File: config.mk
export PLATFORM = sky130hd
export DESIGN_NAME = s_axi_regfile
export DESIGN_NICKNAME = d
export VERILOG_FILES = /design/src/rtl/s_axi_regfile.sv
export SDC_FILE = /design/constraint.sdc
export NUM_CORES = 1
export LEC_CHECK = 0
export ABC_AREA = 1
export CAP_MARGIN = 40
export CORE_AREA = 8 8 244 340
export CTS_CLUSTER_DIAMETER = 150
export DETAILED_ROUTE_END_ITERATION = 10
export DIE_AREA = 0 0 252 348
export PLACE_DENSITY = 0.5
export SLEW_MARGIN = 20
export SYNTH_ARGS = -nofsm -noshare
export SYNTH_HDL_FRONTEND = slang
export SYNTH_SLANG_ARGS = --single-unit
File: constraint.sdc
create_clock -name clk -period 2.1 [get_ports clk]
set_clock_uncertainty 0.05 [all_clocks]
set_input_delay 0.21 -clock clk [delete_from_list [all_inputs] [get_ports clk]]
set_output_delay 0.21 -clock clk [all_outputs]
set_load 0.01 [all_outputs]
File: src/rtl/s_axi_regfile.sv
// Single-beat AXI4 slave register file with per-register read-only status slots.
// Write and read channels run independent FSMs; regs_o is driven purely from flops.
module s_axi_regfile #(
  parameter int unsigned          DATA_W   = 32,
  parameter int unsigned          NUM_REGS = 8,
  parameter int unsigned          ID_W     = 4,
  parameter int unsigned          ADDR_W   = 32,
  parameter logic [NUM_REGS-1:0]  RO_MASK  = '0
) (
  input  logic                       clk,
  input  logic                       areset,
  input  logic [ID_W-1:0]            awid_i,
  input  logic [ADDR_W-1:0]          awaddr_i,
  input  logic                       awvalid_i,
  output logic                       awready_o,
  input  logic [DATA_W-1:0]          wdata_i,
  input  logic [DATA_W/8-1:0]        wstrb_i,
  input  logic                       wlast_i,
  input  logic                       wvalid_i,
  output logic                       wready_o,
  output logic [ID_W-1:0]            bid_o,
  output logic [1:0]                 bresp_o,
  output logic                       bvalid_o,
  input  logic                       bready_i,
  input  logic [ID_W-1:0]            arid_i,
  input  logic [ADDR_W-1:0]          araddr_i,
  input  logic                       arvalid_i,
  output logic                       arready_o,
  output logic [ID_W-1:0]            rid_o,
  output logic [DATA_W-1:0]          rdata_o,
  output logic [1:0]                 rresp_o,
  output logic                       rlast_o,
  output logic                       rvalid_o,
  input  logic                       rready_i,
  input  logic [NUM_REGS*DATA_W-1:0] hw_status_i,
  output logic [NUM_REGS*DATA_W-1:0] regs_o
);

  localparam int unsigned StrbW = DATA_W / 8;
  localparam int unsigned OffW  = $clog2(StrbW);
  localparam int unsigned IdxW  = $clog2(NUM_REGS);
  localparam logic [1:0]  RespOkay   = 2'b00;
  localparam logic [1:0]  RespSlvErr = 2'b10;

  typedef enum logic [1:0] {WIdle, WHaveAw, WHaveW, WResp} wr_state_e;
  typedef enum logic {RIdle, RData} rd_state_e;

  wr_state_e           wr_state_q, wr_state_d;
  rd_state_e           rd_state_q, rd_state_d;
  logic [ADDR_W-1:0]   awaddr_q, awaddr_d;
  logic [ID_W-1:0]     awid_q, awid_d;
  logic [DATA_W-1:0]   wdata_q, wdata_d;
  logic [StrbW-1:0]    wstrb_q, wstrb_d;
  logic [ID_W-1:0]     bid_q, bid_d;
  logic [1:0]          bresp_q, bresp_d;
  logic [ID_W-1:0]     rid_q, rid_d;
  logic [1:0]          rresp_q, rresp_d;
  logic [DATA_W-1:0]   rdata_q, rdata_d;
  logic [DATA_W-1:0]   regs_q [NUM_REGS];
  logic [DATA_W-1:0]   regs_d [NUM_REGS];

  logic                commit;
  logic [ADDR_W-1:0]   c_addr;
  logic [ID_W-1:0]     c_id;
  logic [DATA_W-1:0]   c_data;
  logic [StrbW-1:0]    c_strb;
  logic [IdxW-1:0]     c_idx;
  logic [IdxW-1:0]     r_idx;

  // Only RO slices of hw_status_i are consumed, and wlast is meaningless for single beats.
  logic unused_in;
  assign unused_in = ^{wlast_i, hw_status_i};

  function automatic logic [IdxW-1:0] addr_idx(input logic [ADDR_W-1:0] a);
    return IdxW'(a >> OffW);
  endfunction

  function automatic logic addr_oob(input logic [ADDR_W-1:0] a);
    return (a >> (OffW + IdxW)) != '0;
  endfunction

  always_comb begin
    wr_state_d = wr_state_q;
    awaddr_d   = awaddr_q;
    awid_d     = awid_q;
    wdata_d    = wdata_q;
    wstrb_d    = wstrb_q;
    bid_d      = bid_q;
    bresp_d    = bresp_q;
    regs_d     = regs_q;
    awready_o  = 1'b0;
    wready_o   = 1'b0;
    commit     = 1'b0;
    c_addr     = awaddr_q;
    c_id       = awid_q;
    c_data     = wdata_q;
    c_strb     = wstrb_q;

    unique case (wr_state_q)
      WIdle: begin
        awready_o = 1'b1;
        wready_o  = 1'b1;
        if (awvalid_i && wvalid_i) begin
          commit = 1'b1;
          c_addr = awaddr_i;
          c_id   = awid_i;
          c_data = wdata_i;
          c_strb = wstrb_i;
        end else if (awvalid_i) begin
          awaddr_d   = awaddr_i;
          awid_d     = awid_i;
          wr_state_d = WHaveAw;
        end else if (wvalid_i) begin
          wdata_d    = wdata_i;
          wstrb_d    = wstrb_i;
          wr_state_d = WHaveW;
        end
      end
      WHaveAw: begin
        wready_o = 1'b1;
        if (wvalid_i) begin
          commit = 1'b1;
          c_data = wdata_i;
          c_strb = wstrb_i;
        end
      end
      WHaveW: begin
        awready_o = 1'b1;
        if (awvalid_i) begin
          commit = 1'b1;
          c_addr = awaddr_i;
          c_id   = awid_i;
        end
      end
      WResp: begin
        if (bready_i) wr_state_d = WIdle;
      end
      default: wr_state_d = WIdle;
    endcase

    c_idx = addr_idx(c_addr);
    if (commit) begin
      wr_state_d = WResp;
      bid_d      = c_id;
      if (!addr_oob(c_addr) && !RO_MASK[c_idx]) begin
        bresp_d = RespOkay;
        for (int unsigned b = 0; b < StrbW; b++) begin
          if (c_strb[b]) regs_d[c_idx][b*8 +: 8] = c_data[b*8 +: 8];
        end
      end else begin
        bresp_d = RespSlvErr;
      end
    end

    // Status registers track hardware every cycle regardless of AXI traffic.
    for (int unsigned i = 0; i < NUM_REGS; i++) begin
      if (RO_MASK[i]) regs_d[i] = hw_status_i[i*DATA_W +: DATA_W];
    end
  end

  always_comb begin
    rd_state_d = rd_state_q;
    rid_d      = rid_q;
    rresp_d    = rresp_q;
    rdata_d    = rdata_q;
    arready_o  = (rd_state_q == RIdle);
    r_idx      = addr_idx(araddr_i);

    unique case (rd_state_q)
      RIdle: begin
        if (arvalid_i) begin
          rd_state_d = RData;
          rid_d      = arid_i;
          if (addr_oob(araddr_i)) begin
            rresp_d = RespSlvErr;
            rdata_d = '0;
          end else begin
            rresp_d = RespOkay;
            rdata_d = regs_q[r_idx];
          end
        end
      end
      RData: begin
        if (rready_i) rd_state_d = RIdle;
      end
      default: rd_state_d = RIdle;
    endcase
  end

  always_ff @(posedge clk) begin
    if (areset) begin
      wr_state_q <= WIdle;
      rd_state_q <= RIdle;
      awaddr_q   <= '0;
      awid_q     <= '0;
      wdata_q    <= '0;
      wstrb_q    <= '0;
      bid_q      <= '0;
      bresp_q    <= '0;
      rid_q      <= '0;
      rresp_q    <= '0;
      rdata_q    <= '0;
      for (int unsigned i = 0; i < NUM_REGS; i++) regs_q[i] <= '0;
    end else begin
      wr_state_q <= wr_state_d;
      rd_state_q <= rd_state_d;
      awaddr_q   <= awaddr_d;
      awid_q     <= awid_d;
      wdata_q    <= wdata_d;
      wstrb_q    <= wstrb_d;
      bid_q      <= bid_d;
      bresp_q    <= bresp_d;
      rid_q      <= rid_d;
      rresp_q    <= rresp_d;
      rdata_q    <= rdata_d;
      for (int unsigned i = 0; i < NUM_REGS; i++) regs_q[i] <= regs_d[i];
    end
  end

  assign bvalid_o = (wr_state_q == WResp);
  assign bid_o    = bid_q;
  assign bresp_o  = bresp_q;
  assign rvalid_o = (rd_state_q == RData);
  assign rlast_o  = rvalid_o;
  assign rid_o    = rid_q;
  assign rresp_o  = rresp_q;
  assign rdata_o  = rdata_q;

  always_comb begin
    regs_o = '0;
    for (int unsigned i = 0; i < NUM_REGS; i++) regs_o[i*DATA_W +: DATA_W] = regs_q[i];
  end

endmodule

==> results.py <==
metrics = {
    "run_status": {
        "outcome": "finished with violations",
        "failed_checks": "negative setup slack",
    },
    "die": {
        "die_area_um2": 87700,
        "die_y_um": 348,
        "core-area_um2": 78160,
        "start_util": 0.2464,
        "fp.dieW_um": 252,
        "rows": 122,
        "ioPinCount": 678,
    },
    "synth": {
        "synthAdderAreaFrac": 0,
        "synth-seq-cells": 371,
        "syn_area_um2": 19260,
        "synth_top_area_frac": 0.3856,
        "synth_cells": 2848,
        "synth-compound-area-share": 0.1681,
        "synth_top_family_by_area": "simple AND/OR/NAND/NOR gates",
        "synth_simple_gate_area_share": 0.3820,
        "synth_area_per_cell_um2": 6.763,
        "ys_top_cells_by_area": "dfxtp_1 (39%), nor2_1 (14%), nand2_1 (12%)",
        "seq_area_frac_synth": 0.3856,
        "synth_edf_count": 0,
        "synthArstFlopShare": 0,
        "synth.largest_area_cell": "dfxtp_1",
        "synthFlopType": "dfxtp_1",
        "synth_mux_area_frac": 0,
        "synthXorXnorAreaFrac": 0,
        "synth.distinct_cells": 43,
        "yosys_warnings": 0,
    },
    "critical_path": {
        "crit_required_ns": 2.56,
        "critPathBufInv": 2,
        "critPathLaunchType": "flip-flop",
        "reg2reg_to": "regs_o[30]",
        "r2r_slack_ns": -0.13,
        "reg2reg_depth": 12,
        "regToRegStartpoint": "wr_state_q[0]",
        "endpoint_kind": "flip-flop",
        "worstPathMaxFanout": 5,
        "cp_slowest_cell": "dfxtp_4",
        "crit_chain": "nor2_4 -> nand2_4 -> nand2_4 -> nand2_1 -> o211ai_1 -> buf_4 -> nand2_4 -> nor2_4 -> inv_4 -> nor2_4 -> nand3_1 -> a21oi_1",
        "cp.arrival_ns": 2.69,
        "critPathTopFamily": "simple AND/OR/NAND/NOR gates",
        "criticalPathCategory": "reg -> reg",
        "crit_path_max_incr_delay_ns": 0.36,
    },
    "clock_network": {
        "htreeDepth": 2,
        "root_buffer": "clkbuf_16",
        "clockBufferDepth": 3,
        "clk_pin_slew_ns": 0.06,
        "clkSinkCount": 371,
        "cts_inserted_buffers": 43,
        "cts_tree": "built",
        "clkLatencyLatePin_ns": 0.60,
    },
    "grt": {
        "overflow": 0,
        "grt_start_max_net_pins": 128,
        "grt_pass1_wl_um": 138500,
        "first_global_vias": 20600,
        "antenna_found_initial": 9,
        "grt_use_total": 0.2067,
    },
    "final_layout": {
        "stdcell_area_um2": 29790,
        "stdcell_count": 4499,
        "drive_gt1_frac": 0.1777,
        "finalNetCount": 3782,
        "area_growth_pct": 54.67,
    },
    "timing": {
        "finalCritPeriodShare": 1.061,
        "slew_viol_final": 0,
        "hold_violations": 0,
        "fin_hold_ws_ns": 0.1837,
        "timing.fmax_mhz": 448.9,
        "slew_headroom": 0.4877,
        "fin_ws_ns": -0.1278,
        "tightest_slew_ns": 0.7604,
        "rsz0062_at_grt": "yes",
        "setup_tns_ns": -11.61,
        "setup_violations": 235,
        "fin_crit_ns": 2.228,
    },
    "min_path": {
        "hp-class": "in -> reg",
        "min_from": "wvalid_i",
        "hold_end": "wdata_q[0]",
        "min_delay_path_depth": 5,
    },
    "power": {
        "power.density_nw_per_um2": 720.2,
        "power.total_mw": 21.45,
        "pwr-share-seq": 0.346,
        "internal-power_mw": 14.56,
        "power.share.clock": 0.383,
        "p_sw_mw": 6.898,
        "p_leak_nw": 10.89,
        "ir_drop_uv": 514.0,
        "pwr-share-comb": 0.271,
        "p_sw_frac": 0.3215,
    },
    "place": {
        "place.gp.congestion": 0.8420,
        "port_buffers": 414,
        "dp.cells": 4381,
        "dpl.hpwl_um": 70860,
        "dpl-instance-area_um2": 27040,
    },
    "routing": {
        "vias": 22010,
        "drc": 0,
        "via_per_inst": 4.891,
        "dr.first_iter.drc_count": 1832,
        "ant_nets": 0,
        "drt-total-wl_um": 96440,
        "drt_first_pass_iters": 5,
        "wl_per_cell_um": 21.43,
    },
    "job": {
        "max-cap-violations": 0,
    },
}
-- power groups by stage --
stage               Combinational [mW]  Clock, mW  Sequential, mW
finish                            5.81       8.23            7.42
global route                      6.23       8.72            7.44
CTS                               5.42       8.44            7.41
detailed placement                5.31          0            7.56
global placement                  5.31          0            7.56
floorplan                         2.54          0            7.54
-- state kept, by name, summed over array words and instances, names as in the netlist, 2 cells and up --
signal	count
awaddr_q	30
awid_q	4
bid_o	4
rdata_o	32
regs_o	256
rid_o	4
wdata_q	32
wr_state_q	2
wstrb_q	4
-- cell usage after synthesis, types with 31 or more instances --
master / instances
nand2_1: 597
buf_1: 51
o22ai_1: 39
nor2_1: 723
o21ai_0: 204
clkbuf_1: 98
a21oi_1: 142
nand4_1: 195
nand3_1: 73
inv_1: 50
nor2_4: 36
dfxtp_1: 371
buf_2: 45
a211oi_1: 31
-- worst register-to-register path, stage by stage (launching register included) --
cell and delay, ns:
dfxtp_4 0.36, nor2_4 0.18, nand2_4 0.11, nand2_4 0.09, nand2_1 0.05, o211ai_1 0.18, buf_4 0.21, nand2_4 0.07
nor2_4 0.21, inv_4 0.10, nor2_4 0.23, nand3_1 0.15, a21oi_1 0.15
-- placed cells by master, fill, tap and decap left out, types with 7 or more instances in the layout --
cell type,instances
nor2_1,689
nand2_1,571
clkdlybuf4s50_1,409
dfxtp_1,365
o21ai_0,203
nand4_1,195
buf_4,176
a21oi_1,135
buf_12,93
nand3_1,66
clkbuf_16,60
nor2_4,48
inv_1,47
o22ai_1,38
a211oi_1,31
nor2_2,31
nand2_2,28
or2_2,22
a31oi_1,22
buf_6,22
a32o_1,19
a21oi_2,15
a221oi_2,13
inv_4,10
inv_2,10
a221oi_4,10
clkbuf_1,9
nand2_4,7
o221ai_1,7
bufinv_16,7
-- worst max-delay path by stage --
stage,startpoint,endpoint,depth (start not counted)
finish,wr_state_q[0],regs_o[30],12
global route,awaddr_q[8],regs_o[61],15
CTS,wr_state_q[0],regs_o[31],13
detailed placement,awvalid_i,regs_o[126],17
global placement,awvalid_i,regs_o[252],15
floorplan,wr_state_q[1],regs_o[128],11
-- final cells by class --
cell class              instances  area (um^2)
multi-input cells            2192        11020
diodes                          6        15.01
flip-flops and latches        371         7440
inverters                      71        317.8
fillers                      8258        48360
clock inverters                16        302.8
well taps                    1054         1319
clock buffers                  58         1192
repair buffers                731         8185
-- timing repair --
item / CTS / global route
gates cloned: 2 / 17
endpoints found under the setup margin: 257 / 262
buffers inserted: 5 / 14
pin swaps: 10 / 60
resized for setup: 36 / 123
endpoints found under the hold margin: 17 / 0
hold buffers: 1 / 0
-- cells by family after synthesis --
family / after synthesis
and+or+nand+nor: 1680
AOI/OAI and AO/OA: 509
DFF: 371
buffers and inverters: 287
other: 1
-- layer usage --
| layer | global-route usage | part of all wire | vias up |
|---|---|---|---|
| li1 | - | - | 10740 |
| met1 | 0.2786 | 0.45 | 10280 |
| met2 | 0.3024 | 0.42 | 853 |
| met3 | 0.08754 | 0.11 | 127 |
| met4 | 0.04860 | 0.024 | 6 |
| met5 | 0 | 0.00041 | - |
-- through the flow --
| stage | setup slack [ns] | utilization |
|---|---|---|
| floorplan | 0.03136 | - |
| global placement | -0.7031 | 0.3460 |
| detailed placement | -0.7263 | 0.3460 |
| CTS | -0.07223 | 0.3676 |
| global route | -0.2510 | 0.3810 |
| finish | -0.1278 | 0.3812 |
Power figures use the tool's default switching activity.
